## config.mk

```make
export PLATFORM = sky130hd
export DESIGN_NAME = boolean_truth_table_sweeper
export DESIGN_NICKNAME = d
export VERILOG_FILES = /design/src/rtl/boolean_truth_table_sweeper.sv
export SDC_FILE = /design/constraint.sdc
export NUM_CORES = 1
export LEC_CHECK = 0
export ABC_AREA = 1
export BUFFER_PORTS_ARGS = -buffer_cell sky130_fd_sc_hd__clkbuf_2
export CORE_UTILIZATION = 40
export CTS_CLUSTER_SIZE = 20
export DETAILED_ROUTE_END_ITERATION = 6
export PLACE_DENSITY = 0.67
export SLEW_MARGIN = 10
export SYNTH_ARGS = -nofsm -noshare
export SYNTH_HDL_FRONTEND = slang
export SYNTH_SLANG_ARGS = --single-unit
```

## constraint.sdc

```tcl
create_clock -name clk -period 2.2 [get_ports clk]
set_clock_uncertainty 0.05 [all_clocks]
set_input_delay 0.22 -clock clk [delete_from_list [all_inputs] [get_ports clk]]
set_output_delay 0.22 -clock clk [all_outputs]
set_load 0.02 [all_outputs]
```

## src/rtl/boolean_truth_table_sweeper.sv

```systemverilog
// ============================================================================
// Module  : boolean_truth_table_sweeper
// Brief   : Sweeps every x vector into a boolean DUT and checks y against a
//           parameterised truth table; reports pass, error count, first error.
// Revision: 1.0 - initial release
// ============================================================================
`default_nettype none

module boolean_truth_table_sweeper #(
    parameter int                  N_IN      = 3,
    parameter logic [2**N_IN-1:0]  EXP_TABLE = 8'b1001_0110,
    parameter int                  DUT_LAT   = 1
) (
    input  logic            clk,
    input  logic            rst_n,
    input  logic            start,
    input  logic            abort,
    output logic [N_IN-1:0] dut_x,
    input  logic            dut_y,
    output logic            busy,
    output logic            done,
    output logic            pass,
    output logic [N_IN:0]   err_cnt,
    output logic            first_err_vld,
    output logic [N_IN-1:0] first_err_idx
);

    localparam logic [N_IN-1:0] c_last_idx = '1;
    localparam logic [3:0]      c_lat_max  = 4'(DUT_LAT);

    typedef enum logic [1:0] {
        ST_IDLE  = 2'd0,
        ST_APPLY = 2'd1,
        ST_DONE  = 2'd2
    } state_t;

    state_t          r_state;
    state_t          w_state_next;
    logic [N_IN-1:0] r_dut_x;
    logic [3:0]      r_lat_cnt;
    logic [N_IN:0]   r_err_cnt;
    logic            r_first_err_vld;
    logic [N_IN-1:0] r_first_err_idx;
    logic            r_pass;

    logic            w_start_acc;
    logic            w_sample;
    logic            w_mismatch;
    logic            w_last;
    logic [N_IN:0]   w_err_final;

    // abort suppresses the compare of the cycle it is seen in
    assign w_start_acc = (r_state == ST_IDLE) && start;
    assign w_sample    = (r_state == ST_APPLY) && !abort && (r_lat_cnt == c_lat_max);
    assign w_mismatch  = w_sample && (dut_y != EXP_TABLE[r_dut_x]);
    assign w_last      = (r_dut_x == c_last_idx);
    assign w_err_final = r_err_cnt + {{N_IN{1'b0}}, w_mismatch};

    always_comb begin
        w_state_next = r_state;
        case (r_state)
            ST_IDLE:  if (start) w_state_next = ST_APPLY;
            ST_APPLY: begin
                if (abort)                  w_state_next = ST_IDLE;
                else if (w_sample && w_last) w_state_next = ST_DONE;
            end
            ST_DONE:  w_state_next = ST_IDLE;
            default:  w_state_next = ST_IDLE;
        endcase
    end

    always_ff @(posedge clk or negedge rst_n) begin
        if (!rst_n) begin
            r_state <= ST_IDLE;
        end else begin
            r_state <= w_state_next;
        end
    end

    always_ff @(posedge clk or negedge rst_n) begin
        if (!rst_n) begin
            r_dut_x         <= '0;
            r_lat_cnt       <= '0;
            r_err_cnt       <= '0;
            r_first_err_vld <= 1'b0;
            r_first_err_idx <= '0;
            r_pass          <= 1'b0;
        end else if (w_start_acc) begin
            r_dut_x         <= '0;
            r_lat_cnt       <= '0;
            r_err_cnt       <= '0;
            r_first_err_vld <= 1'b0;
            r_first_err_idx <= '0;
            r_pass          <= 1'b0;
        end else if (r_state == ST_APPLY && !abort) begin
            if (w_sample) begin
                r_lat_cnt <= '0;
                r_err_cnt <= w_err_final;
                if (w_mismatch && !r_first_err_vld) begin
                    r_first_err_vld <= 1'b1;
                    r_first_err_idx <= r_dut_x;
                end
                // the last vector stays on dut_x; the next start rewinds it
                if (w_last) begin
                    r_pass <= (w_err_final == '0);
                end else begin
                    r_dut_x <= r_dut_x + 1'b1;
                end
            end else begin
                r_lat_cnt <= r_lat_cnt + 4'd1;
            end
        end
    end

    assign dut_x         = r_dut_x;
    assign busy          = (r_state != ST_IDLE);
    assign done          = (r_state == ST_DONE);
    assign pass          = r_pass;
    assign err_cnt       = r_err_cnt;
    assign first_err_vld = r_first_err_vld;
    assign first_err_idx = r_first_err_idx;

endmodule

`default_nettype wire
```

==> flow_summary.ini, run 1 <==
[setup_path]
critical_path.top_delay_family = simple AND/OR/NAND/NOR gates
cpMaxStageDelayCell = dfrtp_1
worstSetupStartpoint = r_lat_cnt[1]
worst-path-max-fanout = 4
cpMostUsedCell = nor2_1
critPathArrivalTime_ns = 2.21
crit_path_start_kind = flip-flop
crit_chain = inv_1 -> ha_1 -> nand2_2 -> nor2_8 -> nand2_4 -> nor2_4 -> ha_1 -> ha_2 -> xnor2_2 -> nand3_1 -> nor2_1 -> nor2_1 -> nor2_1
worstSetupPathDepth = 13
reg2reg_depth = 13
cp-end-kind = flip-flop
critical_path_class = flip-flop to flip-flop
cpPeakStageDelay_ns = 0.41
critPathBufInv = 1
worstReg2RegStart = r_lat_cnt[1]
required_ns = 2.37

[floorplanning]
placementRows = 17
initial_core_util_pct = 43.68
die_h_um = 52.09
coreArea_mm2 = 0.002297
io_pins = 19
chipWidth_um = 52.09
fp.dieArea_mm2 = 0.002713

[power]
finalPower_w = 0.0009503
ir_drop_mv = 0.4200
leakagePower_nw = 0.6500
power_density_mw_per_mm2 = 786.3

[detailed_routing]
vias = 826
dr.pass1.iters = 4
wl_per_cell_um = 11.85
wirelength_um = 1990
drcViolationCount = 0
via_per_inst = 4.917
drtIter0Drc = 20
antenna_left = 0

[timing]
min_period_ns = 2.037
maxSlewHeadroom_pct = 70.03
drv_slew = 0
layout_setup_ws_ns = 0.1632
whs_ns = 0.2503
worst_pin_slew_ns = 0.4496
fin_crit_sh_pct = 92.58
finalHoldViolCount = 0
max_freq_mhz = 491.0
setup_viol = 0

[cells_and_area]
instances_no_fill = 168
fin_nets = 153
antennaDiodeCount = 0
drive_above_1_share_pct = 30.00
post-route-util_pct = 52.61
syn_to_final_growth_pct = 20.45

[clocking]
cts_num_sinks = 18
cts_buffers = 3
h-tree-depth = 1
clock_latency_ns = 0.29
cts_tree = yes
clock_path_buffers = 2
root_buffer = clkbuf_4
cts.clk_slew.worst_paths_ns = 0.10

[grt]
antenna_found_initial = 0
grt_pass1_wl_um = 3360
grt_overflow = 0
grt_max_degree = 19
grt_pass1_vias = 768
grt_use_total_pct = 17.11

[place]
placed_cells = 161
gp_routability_congestion = 0.8480
dp_hpwl_um = 1423
io_buffers = 18
dp_slack_ns = 0.1061

[synthesis]
syn_area_per_cell_um2 = 8.726
seq_area_frac_synth_pct = 44.89
synth_area_leader_cell = dfrtp_1
synthCells = 115
synth.cell_area_mm2 = 0.001003
synth_top_area_share_pct = 44.89
yosysWarnings = 0
synth-seq-cells = 18
synth_nets = 126
synth_area_leaders = dfrtp_1, nand2_1, ha_1
synth_cell_types = 23

[hold_path]
worstHoldPathCells = 3
hold_start = start
worstHoldPathType = input pin to flip-flop

[status]
status = complete, no violations

[flow_run]
drv_cap = 0
==> tightest hold or removal path: cells and delay by family <==
family                 cells  cell delay, ns
AO/OA/AOI/OAI              1            0.09
buffers and inverters      1            0.10
AND/OR/NAND/NOR            1            0.14
==> flip-flops by register name, summed over array words and instances, names as in the netlist <==
signal / flops
err_cnt: 4
r_lat_cnt: 4
dut_x: 3
first_err_idx: 3
r_state: 2
first_err_vld: 1
pass: 1
==> placed cells by master, fill, tap and decap left out <==
cell type / netlist / routed
a21oi_2: 1 / 1
nand3b_4: 1 / 1
nor2_2: 1 / 2
ha_2: 0 / 1
nor2_8: 1 / 1
nand3_4: 1 / 1
nand3_1: 12 / 12
nand2_4: 1 / 1
clkbuf_2: 0 / 18
ha_4: 0 / 1
xor2_1: 2 / 2
or2_0: 1 / 1
nor2_1: 9 / 8
dlygate4sd3_1: 0 / 1
inv_1: 14 / 14
clkbuf_4: 0 / 3
nand2_2: 1 / 1
inv_2: 4 / 4
a21oi_1: 1 / 1
buf_4: 0 / 3
nor3_2: 1 / 1
dfrtp_1: 18 / 18
xnor2_2: 0 / 1
mux2i_1: 1 / 1
nand2_1: 27 / 27
o21ai_1: 2 / 2
nor2_4: 2 / 2
o21ai_0: 7 / 7
ha_1: 6 / 4
==> area by class of cell <==
cell class	instances	area, um2
tap	28	35.03
sequential	18	450.4
fill	218	1089
timing repair buffer	22	122.6
inverter	18	67.56
multi-input combinational	79	510.5
clock buffer	3	22.52
==> repair_timing <==
action	4_1_cts	5_1_grt
gates resized for setup	0	5
setup buffers	0	3
endpoints found under the hold margin	18	0
hold buffers	1	0
endpoints found under the setup margin	0	1
==> cell families after synthesis <==
| logic type | after synthesis | share of synthesized area [%] |
|---|---|---|
| DFF | 18 | 44.89 |
| muxes | 1 | 0.9975 |
| xor gates and xnor gates | 3 | 2.619 |
| buffers and inverters | 18 | 6.733 |
| AOI/OAI and AO/OA | 11 | 5.860 |
| and+or+nand+nor | 58 | 31.42 |
| adders and majority gates | 6 | 7.481 |
==> per-stage QoR <==
stage          setup TNS, ns  instance area, um2
2_1_floorplan              0                1003
3_3_place_gp               0                1129
3_5_place_dp               0                1129
4_1_cts                    0                1161
5_1_grt             -0.03670                1209
6_report                   0                1209
==> path summary, 6_finish.rpt <==
path | endpoint | slack [ns]
max | pass | 0.16
min | r_state[0] | 0.25
max reg2reg | pass | 0.16
min reg2reg | first_err_idx[2] | 0.46
max in group asynchronous | err_cnt[0] | 1.44
min in group asynchronous | dut_x[1] | 0.35
==> Yosys cell counts (all sizes together) <==
master	n
nor3	1
dfrtp	18
xor2	2
ha	6
inv	18
nand3	13
a21oi	2
xnor2	1
or2	1
mux2i	1
nor2	13
nand2	29
nand3b	1
o21ai	9
==> where the power goes <==
group / switching (W) / internal (W) / leakage (nW)
registers: 0.0000546 / 0.000374 / 0.245
logic: 0.000223 / 0.000140 / 0.391
clock network: 0.0000954 / 0.0000637 / 0.0138
==> routing by layer <==
| metal | track usage, % | wire [um] | share of wire, % |
|---|---|---|---|
| met3 | 6.140 | 113 | 5.7 |
| met5 | 0 | 0 | 0 |
| met4 | 4.505 | 12 | 0.60 |
| met2 | 27.78 | 952 | 48 |
| met1 | 21.28 | 912 | 46 |
Note: power is estimated with default switching activity, not from simulation.
==> inputs of run 2 (changes only) <==
--- a/config.mk
+++ b/config.mk
@@ -7,10 +7,13 @@
 export LEC_CHECK = 0
 export ABC_AREA = 1
 export BUFFER_PORTS_ARGS = -buffer_cell sky130_fd_sc_hd__clkbuf_2
-export CORE_UTILIZATION = 40
-export CTS_CLUSTER_SIZE = 20
+export CELL_PAD_IN_SITES_DETAIL_PLACEMENT = 1
+export CELL_PAD_IN_SITES_GLOBAL_PLACEMENT = 2
+export CORE_UTILIZATION = 32
+export CTS_CLUSTER_SIZE = 24
 export DETAILED_ROUTE_END_ITERATION = 6
-export PLACE_DENSITY = 0.67
+export GPL_ROUTABILITY_DRIVEN = 0
+export PLACE_DENSITY = 0.83
 export SLEW_MARGIN = 10
 export SYNTH_ARGS = -nofsm -noshare
 export SYNTH_HDL_FRONTEND = slang
==> flow_summary.ini, run 2 (synthesis results as in run 1) <==
[floorplanning]
coreArea_mm2 = 0.002853
placementRows = 19
io_pins = 19
chipWidth_um = 58
fp.dieArea_mm2 = 0.003364
initial_core_util_pct = 35.18
die_h_um = 58

[power]
clock_power_share_pct = 17.3
ir_drop_mv = 0.2507
comb_power_share_pct = 38.6
finalPower_w = 0.0009702
p_int_w = 0.0005819
power_density_mw_per_mm2 = 801.9
switchingPower_w = 0.0003883
leakagePower_nw = 0.6579
swShare_pct = 40.02
p_seq_share_pct = 44.1

[clocking]
cts_num_sinks = 18
clock_latency_ns = 0.29
root_buffer = clkbuf_4
clock_path_buffers = 2
cts.clk_slew.worst_paths_ns = 0.11
cts_buffers = 3
cts_tree = yes
h-tree-depth = 1

[setup_path]
cpPeakStageDelay_ns = 0.46
crit_chain = ha_4 -> nand2_1 -> nand2_4 -> nor2_4 -> ha_1 -> ha_1 -> xnor2_1 -> nand3_1 -> nor2_1 -> nor2_1 -> nor2_1
cpMaxStageDelayCell = dfrtp_1
critical_path.top_delay_family = adder cells
cp-end-kind = flip-flop
worstSetupPathDepth = 11
critPathBufInv = 0
cpMostUsedCell = nor2_1
worst-path-max-fanout = 5
required_ns = 2.37
crit_path_start_kind = flip-flop
reg2reg_depth = 11
critical_path_class = flip-flop to flip-flop
critPathArrivalTime_ns = 2.22

[cells_and_area]
post-route-util_pct = 42.41
area.sequential_um2 = 450.4
fillers = 359
mostFrequentLayoutCell = nand2_1
drive_above_1_share_pct = 29.08
instances_no_fill = 172
layout_common_cells = nand2_1, dfrtp_1, clkbuf_2
multiInputGateArea_um2 = 500.5
syn_to_final_growth_pct = 20.57
fin_nets = 154
antennaDiodeCount = 0

[status]
status = finished with violations
violations = DRC

[grt]
grt_pass1_vias = 842
grt_use_total_pct = 15.03
grt_max_degree = 19
grt_pass1_wl_um = 3953
grt_overflow = 0
antenna_found_initial = 0

[timing]
finalHoldViolCount = 0
min_period_ns = 2.049
setup_viol = 0
rsz0062_at_grt = false
max_freq_mhz = 488.0
layout_setup_ws_ns = 0.1508
maxSlewHeadroom_pct = 69.36
tns_ns = 0
worst_pin_slew_ns = 0.4596
drv_slew = 0
fin_crit_sh_pct = 93.15

[detailed_routing]
antenna_left = 0
routed-wl-met3_um = 68
via_per_inst = 4.814
met2_length_um = 1096
wirelength_um = 2248
dr.pass1.iters = 6
drcViolationCount = 1
drtIter0Drc = 22
highest_layer = met4
wl_per_cell_um = 13.07
drt-met1-wl_um = 1073
vias = 828

[place]
dp_slack_ns = 0.07853
dp_hpwl_um = 1740
placed_cells = 165
io_buffers = 18

[hold_path]
worstHoldPathType = input pin to flip-flop
worstHoldPathCells = 3

[flow_run]
drv_cap = 0
-- run 2: worst paths after layout --
path	from	endpoint	slack [ns]
max	dut_x[0]	pass	0.15
min	start	r_state[0]	0.26
max reg2reg	dut_x[0]	pass	0.15
min reg2reg	first_err_idx[1]	first_err_idx[1]	0.46
max in group asynchronous	rst_n	err_cnt[2]	1.43
min in group asynchronous	rst_n	dut_x[1]	0.35
-- run 2: metrics by stage --
stage                     cell area [um2]  hold WS (ns)
after floorplan                      1003       -0.1256
after global placement               1140        0.1478
after detailed placement             1140        0.1461
after CTS                            1172        0.2592
after global routing                 1210        0.2869
final                                1210        0.2612
-- run 2: power groups by stage --
stage / Combinational [W] / Sequential, W / Clock (W)
after floorplan: 0.000203 / 0.000456 / 0
final: 0.000375 / 0.000428 / 0.000168
after detailed placement: 0.000343 / 0.000425 / 0
after CTS: 0.000345 / 0.000420 / 0.000173
after global routing: 0.000419 / 0.000436 / 0.000182
after global placement: 0.000327 / 0.000422 / 0
-- run 2: metal layers --
layer  vias up  global-route usage [%]
met2        13                   24.96
met5         -                       0
met3         2                   2.902
met4         0                   2.041
met1       397                   20.90
li1        416                       -
-- run 2: area by class of cell --
| cell class | instances | share of cell area [%] |
|---|---|---|
| multi-input cells | 79 | 41.37 |
| well taps | 31 | 3.206 |
| flip-flops and latches | 18 | 37.23 |
| clock buffers | 3 | 1.861 |
| inverters | 18 | 5.584 |
| repair buffers | 23 | 10.75 |
-- run 2: repair_timing --
action | 4_1_cts | 5_1_grt
hold endpoints to repair | 18 | 0
resized for setup | 0 | 3
setup endpoints to repair | 0 | 1
hold buffers | 1 | 0
buffers inserted | 0 | 3
-- run 2: worst min-delay path, cell delays in order --
cell and delay [ns]:
clkbuf_2 0.10, nand3_4 0.14, o21ai_0 0.10
